==> src/rtl/genx_qspi_slave_if.sv <==
// genx_qspi_slave_if: QSPI pins plus handler-facing capture/readback signals
interface genx_qspi_slave_if;
    logic         sck;
    logic [1:0]   cs_n;
    logic [3:0]   dq_h_in;
    logic [3:0]   dq_l_in;
    logic [3:0]   dq_h_out;
    logic [3:0]   dq_l_out;
    logic         dq_oe;
    logic [9:0]   sck_counts;
    logic [7:0]   opcode;
    logic [31:0]  address;
    logic [1:0]   chip_select;
    logic [255:0] wdata_h;
    logic [255:0] wdata_l;
    logic [255:0] rdata_h;
    logic [255:0] rdata_l;
    logic         notify_read;
    logic         notify_write;
    modport slave (
        input  sck, cs_n, dq_h_in, dq_l_in, rdata_h, rdata_l,
        output dq_h_out, dq_l_out, dq_oe, sck_counts, opcode, address,
               chip_select, wdata_h, wdata_l, notify_read, notify_write
    );
    modport master (
        output sck, cs_n, dq_h_in, dq_l_in, rdata_h, rdata_l,
        input  dq_h_out, dq_l_out, dq_oe, sck_counts, opcode, address,
               chip_select, wdata_h, wdata_l, notify_read, notify_write
    );
endinterface

==> src/rtl/genx_qspi_slave.sv <==
// genx_qspi_slave: oversampled QSPI target that captures command/write data and serializes read data
module genx_qspi_slave #(
    parameter int SYNC_STAGES   = 2,
    parameter int DUMMY_CLKS    = 4,
    parameter int RD_OPCODE_BIT = 7
) (
    input  logic clk,
    input  logic resetn,
    genx_qspi_slave_if.slave bus
);
    localparam int W = 11;
    typedef enum logic [2:0] {IDLE, CMD, DUMMY, DATA_WR, DATA_RD} state_t;
    state_t                 state;
    logic [SYNC_STAGES*W-1:0] sync;
    logic                   sck_s, sck_d, rise, fall, start, stop, loaded;
    logic [1:0]             cs_s, cs_d;
    logic [3:0]             dqh_s, dql_s;
    logic [9:0]             wk;
    logic [255:0]           sr_h, sr_l;
    assign {sck_s, cs_s, dqh_s, dql_s} = sync[SYNC_STAGES*W-1 -: W];
    assign rise  = sck_s & ~sck_d;
    assign fall  = ~sck_s & sck_d;
    assign start = state == IDLE && cs_d == 2'b11 && cs_s != 2'b11;
    assign stop  = state != IDLE && cs_s == 2'b11;
    // write nibble index: edge 11 lands in bits [255:252]
    assign wk    = bus.sck_counts - 10'd10;
    // input synchronizers plus delayed copies for edge detection
    always_ff @(posedge clk or negedge resetn) begin
        if (!resetn) begin
            sync  <= '0;
            sck_d <= 1'b0;
            cs_d  <= 2'b00;
        end else begin
            sync  <= {sync[(SYNC_STAGES-1)*W-1:0], bus.sck, bus.cs_n, bus.dq_h_in, bus.dq_l_in};
            sck_d <= sck_s;
            cs_d  <= cs_s;
        end
    end
    // read nibbles are registered one cycle after the shift register moves
    always_ff @(posedge clk or negedge resetn) begin
        if (!resetn) begin
            bus.dq_h_out <= 4'h0;
            bus.dq_l_out <= 4'h0;
        end else begin
            bus.dq_h_out <= sr_h[255:252];
            bus.dq_l_out <= sr_l[255:252];
        end
    end
    // transaction state machine; deassertion outranks any same-cycle SCK edge
    always_ff @(posedge clk or negedge resetn) begin
        if (!resetn) begin
            state            <= IDLE;
            bus.sck_counts   <= '0;
            bus.opcode       <= '0;
            bus.address      <= '0;
            bus.chip_select  <= '0;
            bus.wdata_h      <= '0;
            bus.wdata_l      <= '0;
            bus.notify_read  <= 1'b0;
            bus.notify_write <= 1'b0;
            bus.dq_oe        <= 1'b0;
            sr_h             <= '0;
            sr_l             <= '0;
            loaded           <= 1'b0;
        end else if (start) begin
            state            <= CMD;
            bus.sck_counts   <= '0;
            bus.opcode       <= '0;
            bus.address      <= '0;
            bus.wdata_h      <= '0;
            bus.wdata_l      <= '0;
            bus.notify_read  <= 1'b0;
            bus.notify_write <= 1'b0;
            sr_h             <= '0;
            sr_l             <= '0;
            loaded           <= 1'b0;
        end else if (stop) begin
            state            <= IDLE;
            bus.dq_oe        <= 1'b0;
            bus.notify_write <= bus.sck_counts >= 10'd10;
        end else if (state != IDLE) begin
            if (state != CMD)
                bus.notify_read <= 1'b1;
            if (rise) begin
                if (bus.sck_counts != 10'h3ff)
                    bus.sck_counts <= bus.sck_counts + 10'd1;
                case (state)
                    CMD: begin
                        if (bus.sck_counts == 10'd0)
                            bus.chip_select <= ~cs_s;
                        if (bus.sck_counts < 10'd2)
                            bus.opcode <= {bus.opcode[3:0], dqh_s};
                        else
                            bus.address <= {bus.address[27:0], dqh_s};
                        if (bus.sck_counts == 10'd9)
                            state <= bus.opcode[RD_OPCODE_BIT] ? DUMMY : DATA_WR;
                    end
                    DUMMY: if (bus.sck_counts == 10'(9 + DUMMY_CLKS)) state <= DATA_RD;
                    DATA_WR: if (wk < 10'd64) begin
                        bus.wdata_h[{~wk[5:0], 2'b00} +: 4] <= dqh_s;
                        bus.wdata_l[{~wk[5:0], 2'b00} +: 4] <= dql_s;
                    end
                    default: ;
                endcase
            end
            if (fall && state == DATA_RD) begin
                sr_h      <= loaded ? {sr_h[251:0], 4'h0} : bus.rdata_h;
                sr_l      <= loaded ? {sr_l[251:0], 4'h0} : bus.rdata_l;
                loaded    <= 1'b1;
                bus.dq_oe <= 1'b1;
            end
        end
    end
endmodule

==> src/flat_wrapper.sv <==
// flat-port wrapper written by rule: the top's interface ports become plain ports
module genx_qspi_slave_flat 
#(
    parameter int SYNC_STAGES   = 2,
    parameter int DUMMY_CLKS    = 4,
    parameter int RD_OPCODE_BIT = 7
)
  (clk, resetn, bus_sck, bus_cs_n, bus_dq_h_in, bus_dq_l_in, bus_rdata_h, bus_rdata_l, bus_dq_h_out, bus_dq_l_out, bus_dq_oe, bus_sck_counts, bus_opcode, bus_address, bus_chip_select, bus_wdata_h, bus_wdata_l, bus_notify_read, bus_notify_write);
  genx_qspi_slave_if bus_i ();
  input  logic clk;
  input  logic resetn;
  input wire logic [$bits(bus_i.sck)-1:0] bus_sck;
  input wire logic [$bits(bus_i.cs_n)-1:0] bus_cs_n;
  input wire logic [$bits(bus_i.dq_h_in)-1:0] bus_dq_h_in;
  input wire logic [$bits(bus_i.dq_l_in)-1:0] bus_dq_l_in;
  input wire logic [$bits(bus_i.rdata_h)-1:0] bus_rdata_h;
  input wire logic [$bits(bus_i.rdata_l)-1:0] bus_rdata_l;
  output wire logic [$bits(bus_i.dq_h_out)-1:0] bus_dq_h_out;
  output wire logic [$bits(bus_i.dq_l_out)-1:0] bus_dq_l_out;
  output wire logic [$bits(bus_i.dq_oe)-1:0] bus_dq_oe;
  output wire logic [$bits(bus_i.sck_counts)-1:0] bus_sck_counts;
  output wire logic [$bits(bus_i.opcode)-1:0] bus_opcode;
  output wire logic [$bits(bus_i.address)-1:0] bus_address;
  output wire logic [$bits(bus_i.chip_select)-1:0] bus_chip_select;
  output wire logic [$bits(bus_i.wdata_h)-1:0] bus_wdata_h;
  output wire logic [$bits(bus_i.wdata_l)-1:0] bus_wdata_l;
  output wire logic [$bits(bus_i.notify_read)-1:0] bus_notify_read;
  output wire logic [$bits(bus_i.notify_write)-1:0] bus_notify_write;
  assign bus_i.sck = bus_sck;
  assign bus_i.cs_n = bus_cs_n;
  assign bus_i.dq_h_in = bus_dq_h_in;
  assign bus_i.dq_l_in = bus_dq_l_in;
  assign bus_i.rdata_h = bus_rdata_h;
  assign bus_i.rdata_l = bus_rdata_l;
  assign bus_dq_h_out = bus_i.dq_h_out;
  assign bus_dq_l_out = bus_i.dq_l_out;
  assign bus_dq_oe = bus_i.dq_oe;
  assign bus_sck_counts = bus_i.sck_counts;
  assign bus_opcode = bus_i.opcode;
  assign bus_address = bus_i.address;
  assign bus_chip_select = bus_i.chip_select;
  assign bus_wdata_h = bus_i.wdata_h;
  assign bus_wdata_l = bus_i.wdata_l;
  assign bus_notify_read = bus_i.notify_read;
  assign bus_notify_write = bus_i.notify_write;
  genx_qspi_slave #(.SYNC_STAGES(SYNC_STAGES), .DUMMY_CLKS(DUMMY_CLKS), .RD_OPCODE_BIT(RD_OPCODE_BIT)) u_core (.clk(clk), .resetn(resetn), .bus(bus_i));
endmodule
==> config.mk <==
export PLATFORM = sky130hd
export DESIGN_NAME = genx_qspi_slave_flat
export DESIGN_NICKNAME = d
export VERILOG_FILES = /design/src/rtl/genx_qspi_slave_if.sv /design/src/rtl/genx_qspi_slave.sv /design/src/flat_wrapper.sv
export SDC_FILE = /design/constraint.sdc
export NUM_CORES = 2
export LEC_CHECK = 0
export CORE_AREA = 2 2 430 432
export DETAILED_ROUTE_END_ITERATION = 16
export DIE_AREA = 0 0 432 434
export HOLD_SLACK_MARGIN = 0.08
export SYNTH_ARGS = -nofsm -noshare
export SYNTH_HDL_FRONTEND = slang
export SYNTH_SLANG_ARGS = --single-unit
==> constraint.sdc <==
create_clock -name clk -period 4.55 [get_ports clk]
set_input_delay 0.91 -clock clk [delete_from_list [all_inputs] [get_ports clk]]
set_output_delay 0.91 -clock clk [all_outputs]
set_load 0.01 [all_outputs]
Word level (Yosys, flattened, before mapping)
Cells that the tools add are included.
{"block": "totals", "output_inout_bits": 575, "reg_bits": 1116, "elab_cells": 141}
{"block": "op_classes", "n_lt_le_gt_ge": 3, "n_reduce_logical": 31, "eq_ne": 15, "n_bitwise": 8, "mux": 60, "add_sub_neg": 3, "n_shift": 3}
{"operator": "256-bit two-way mux", "n": 22}
{"operator": "256-bit bitwise mux", "n": 2}
{"operator": "4-bit by 10-bit variable part select with 256-bit output", "n": 2}
{"operator": "4-bit by 10-bit variable shift with 256-bit output, first input constant", "n": 1}
{"operator": "32-bit two-way mux", "n": 6}
{"operator": "10-bit two-way mux", "n": 5}
{"operator": "8-bit two-way mux", "n": 6}
{"operator": "2-bit nonzero test", "n": 12}
{"operator": "10-bit by 4-bit equality test with 1-bit output, second input constant", "n": 2}
{"operator": "5-bit AND reduction", "n": 4}
{"operator": "3-bit two-way mux", "n": 6}
{"operator": "1-bit two-way mux", "n": 12}
{"operator": "10-bit by 1-bit adder with 10-bit output, second input constant", "n": 1}
{"operator": "10-bit by 4-bit >= comparator with 1-bit output, second input constant", "n": 1}
{"operator": "10-bit zero test", "n": 1}
{"operator": "10-bit by 2-bit < comparator with 1-bit output, second input constant", "n": 1}
{"operator": "10-bit by 7-bit < comparator with 1-bit output, second input constant", "n": 1}
{"operator": "10-bit != test, second input constant", "n": 1}
{"operator": "8-bit negation with 10-bit output", "n": 1}
{"operator": "10-bit by 4-bit subtractor with 10-bit output, second input constant", "n": 1}
{"operator": "3-bit AND reduction", "n": 3}
{"operator": "3-bit nonzero test", "n": 3}
{"operator": "4-bit by 1-bit != test with 1-bit output, second input constant", "n": 2}
{"operator": "3-bit by 2-bit equality test with 1-bit output, second input constant", "n": 2}
{"operator": "other kinds (16)", "n": 25}

Logic depth before layout (Yosys ltp)
{"block": "logic_depth", "word_depth": 11, "mapped_depth": 14}

Worst setup path before layout
No wires, ideal clock.
{"block": "synth_path", "kind": "reg2reg", "start": "register u_core.bus.sck_counts[2]", "end": "register u_core.bus.wdata_l[116] (netlist name)", "stages_incl_launch_ff": 14, "period_less_slack_ns": 2.966, "slack_ns": 1.584, "setup_time_ns": 0.084, "t_arrival_ns": 2.881, "cell_sequence": "dfrtp_1 clkbuf_1 inv_1 ha_1 buf_2 nor2b_1 or3_1 and3b_1 buf_2 o22a_1 buf_2 buf_1 o211ai_1 o21ai_0"}
{"block": "synth_via", "elab_chain_len": 11, "word_cells_on_any_way": 15, "cone_classes": "2 x add/sub; 1 x order compare; 2 x shift; 7 x mux; 1 x bitwise; 2 x reduce/logical"}
{"element": "start, declared", "line_no": "genx_qspi_slave_if.sv:22", "text": "output dq_h_out, dq_l_out, dq_oe, sck_counts, opcode, address,"}
{"element": "start signal, assigned", "line_no": "genx_qspi_slave.sv:86", "text": "bus.sck_counts <= bus.sck_counts + 10'd1;"}
{"element": "10-bit by 4-bit subtractor with 10-bit output *", "line_no": "genx_qspi_slave.sv:26", "text": "assign wk = bus.sck_counts - 10'd10;"}
{"element": "6-bit inverter", "line_no": "genx_qspi_slave.sv:101", "text": "bus.wdata_l[{~wk[5:0], 2'b00} +: 4] <= dql_s;"}
{"element": "8-bit negation with 10-bit output", "line_no": "genx_qspi_slave.sv:101"}
{"element": "4-bit by 10-bit variable part select with 256-bit output or 4-bit by 10-bit variable shift with 256-bit output (tied branches)", "line_no": "genx_qspi_slave.sv:101"}
{"element": "256-bit bitwise mux", "line_no": "genx_qspi_slave.sv:101"}
{"element": "256-bit two-way mux", "line_no": "genx_qspi_slave.sv:99", "text": "DATA_WR: if (wk < 10'd64) begin"}
{"element": "256-bit two-way mux", "line_no": "genx_qspi_slave.sv:87", "text": "case (state)"}
{"element": "256-bit two-way mux", "line_no": "genx_qspi_slave.sv:84", "text": "if (rise) begin"}
{"element": "256-bit two-way mux", "line_no": "genx_qspi_slave.sv:81", "text": "end else if (state != IDLE) begin"}
{"element": "256-bit two-way mux", "line_no": "genx_qspi_slave.sv:77", "text": "end else if (stop) begin"}
{"element": "256-bit two-way mux", "line_no": "genx_qspi_slave.sv:65", "text": "end else if (start) begin"}
{"element": "end signal, assigned by index", "line_no": "genx_qspi_slave.sv:101"}
{"element": "end, declared", "line_no": "genx_qspi_slave_if.sv:23", "text": "chip_select, wdata_h, wdata_l, notify_read, notify_write"}
Every way passes the cells marked *; elsewhere a longest branch is shown, timed or not. The select of a mux whose other input is x is not followed.
A chain may end at the register's enable or synchronous reset.

Final worst setup path
{"block": "layout_path", "start": "register u_core.bus.sck_counts[2]", "end": "register u_core.bus.wdata_l[230] (netlist name)"}
Same word-level chain as after synthesis.

==> results.cfg <==
[synth]
synth_nets = 4810
ys_types = 69
ys.flop_type = dfrtp_1
syn_area_um2 = 47510
ys_seq_elements = 1116
synthArstFlopShare_pct = 100.0
yosys_warnings = 0
ys_seq_area_share_pct = 58.79
synth_cells = 4277
synth_edf_count = 0
synth.avg_cell_area_um2 = 11.11

[critical_path]
cp_top_family = simple AND/OR/NAND/NOR gates
path_buf_inv = 2
critical_path_class = reg2reg
cp-start-kind = register
r2r_cells = 9
worstPathMaxFanout = 17
max_stage_delay_ps = 1000
worst_ep_arrival_time_ps = 4750
crit_path_cell_trace = buf_4 -> inv_1 -> ha_1 -> xnor2_1 -> nand3b_2 -> xnor2_2 -> and2_1 -> nand3_1 -> o21ai_0
cp.depth = 9
critPathSlowestCell = and2_1
end_kind = register
required_ps = 5220

[clock_tree]
cts_setup_buffers = 0
clkLatencyLatePin_ps = 810
postCtsResizedCells = 0
cts_max_level = 4
cts_buffers = 134
cts_tree = built
cts.path.max_buffers = 3
ctsRootBufferMaster = clkbuf_16
cts_sinks = 1116
cts-hold-fix-buffers = 0
clkTransAtPathRegs_ps = 60

[timing]
relSlewSlack_pct = 22.91
setup_tns_ps = 0
fmax_mhz = 244.7
finalCriticalPeriod_ps = 4087
tightest_slew_ps = 1156
rsz0062_at_grt = no
skew_ps = 70.99
post-route-period-util_pct = 89.81
finalSetupViolCount = 0
whs_ps = 293.7
hold_violations = 0
drv_slew = 0

[route]
wl_per_cell_um = 25.71
routed_wl_um = 199500
vias_per_cell = 5.037
drtIter0Drc = 3216
num_vias = 39100
ant_nets = 0
dr.pass1.iters = 7
drc = 0

[floorplan]
fp-row-count = 157
die_h_um = 434
start_util_pct = 26.03
die-area_um2 = 187500
io_pins = 1100
core_area_um2 = 182500
die-width_um = 432

[global_routing]
grt_pass1_vias = 38820
grt_max_degree = 226
grt.overflow.total = 0
grt_use_total_pct = 20.42
grt_pass1_wl_um = 281300
antenna_found_initial = 37

[finish]
areaGrowthSynthToFinish_pct = 38.42
drive_above_1_share_pct = 7.317
fin_nets = 5774
final_util_pct = 36.03

[worst_hold_path]
hp-class = in2async

[power]
leakage_nw = 27.21
worst_ir_drop_vdd_mv = 0.3638
p_per_area_nw_per_um2 = 493.7

[status]
status = finished, final reports clean

[place]
gp_congestion = 0.8849
hpwl_um = 145100
io_buffers = 1099

[flow_run]
drv_cap = 0
-- worst register-to-register path, cell delays in order (launching register included) --
cell and delay (ps):
dfrtp_1 350, buf_4 180, inv_1 120, ha_1 350
xnor2_1 180, nand3b_2 230, xnor2_2 690, and2_1 1010
nand3_1 530, o21ai_0 320
-- power by group --
| part | switching, mW | total, mW | internal, mW |
|---|---|---|---|
| sequential | 1.51 | 13.6 | 12.1 |
| combinational | 4.83 | 7.80 | 2.97 |
| clock | 4.65 | 11.0 | 6.37 |
| total | 11.0 | 32.5 | 21.5 |
-- cell usage after synthesis, types with 17 or more instances --
cell	instances	area, um2
nand4_1	17	106.4
nand3_1	651	3258
clkbuf_1	311	1167
nand2_1	226	848.3
a22o_1	192	1682
buf_2	42	210.2
mux2i_1	528	5285
o2bb2ai_1	80	700.7
nor2_1	56	210.2
o21ai_1	19	95.09
o211ai_1	57	427.9
o21ai_0	763	3819
dfrtp_1	1116	27930
-- cells by family after synthesis --
logic type,after synthesis,synth area share (%)
mux,528,11.13
simple gates,1034,10.65
buf+inv,391,3.271
xor+xnor,18,0.3477
flops,1116,58.79
fa+ha+maj,8,0.2107
compound gates,1182,15.61
-- worst paths after layout --
kind,startpoint,to,slack [ps]
min in group clk,u_core.sync[0],u_core.sync[11],350
worst max-delay path,u_core.bus.sck_counts[2],u_core.bus.wdata_l[230],460
worst min register to register,u_core.sync[0],u_core.sync[11],350
worst min-delay path,resetn,u_core.sr_l[159],290
worst max register to register,u_core.bus.sck_counts[2],u_core.bus.wdata_l[230],460
max in group asynchronous,resetn,u_core.bus.wdata_l[45],3050
-- metrics by stage --
stage               area, um2  setup slack [ps]  power [mW]  cells
global placement        61140             201.5       21.41   7490
floorplan               47510              1584       18.09   4277
global route            65750             194.9       34.09   7760
finish                  65760             463.5       32.46   7762
CTS                     65670             419.6       32.73   7729
detailed placement      61140             459.6       21.63   7490
-- placed cells by master, fill, tap and decap left out, drive strengths merged, types with 6 or more instances in the layout --
cell              n
nor3             10
o21ai           784
o2bb2ai          80
nor4              7
mux2i           528
a21oi            29
dfrtp          1116
xnor2            10
diode            33
inv              21
xor2              8
bufinv            7
and2             12
nand2           229
ha                8
o211ai           57
nand3           651
a22o            192
nand4            18
clkdlybuf4s50  1098
clkinv           33
clkinvlp          6
and3             11
a41oi            17
buf             106
nor2             65
clkbuf          187
nor2b             7
-- sequential cells by signal, summed over array words and instances, names as in the netlist --
name and cells:
u_core.bus.notify_read 1, u_core.bus.wdata_l 256, u_core.sck_d 1, u_core.bus.notify_write 1
u_core.loaded 1, u_core.bus.wdata_h 256, u_core.bus.chip_select 2, u_core.bus.sck_counts 10
u_core.sync 22, u_core.bus.dq_h_out 4, u_core.bus.opcode 8, u_core.bus.address 32
u_core.bus.dq_l_out 4, u_core.bus.dq_oe 1, u_core.sr_l 256, u_core.cs_d 2
u_core.sr_h 256, u_core.state 3
-- per-layer routing --
| metal | vias to the layer above | track usage [%] | routed length (um) | part of all wire [%] |
|---|---|---|---|---|
| met1 | 19816 | 25.42 | 80460 | 40 |
| li1 | 17526 | - | - | - |
| met4 | 4 | 10.48 | 9695 | 4.9 |
| met5 | - | 0 | 28 | 0.014 |
| met3 | 365 | 4.743 | 12890 | 6.5 |
| met2 | 1389 | 33.04 | 96460 | 48 |
-- area by class of cell --
type	count	area [um2]
Antenna cell	33	82.58
Clock buffer	187	3832
Clock inverter	52	698.2
Fill cell	18122	116700
Inverter	15	56.30
Multi-Input combinational cell	2770	18080
Sequential cell	1116	27930
Tap cell	2385	2984
Timing Repair Buffer	1204	12090
No activity file was read; power rests on OpenSTA's default activity.
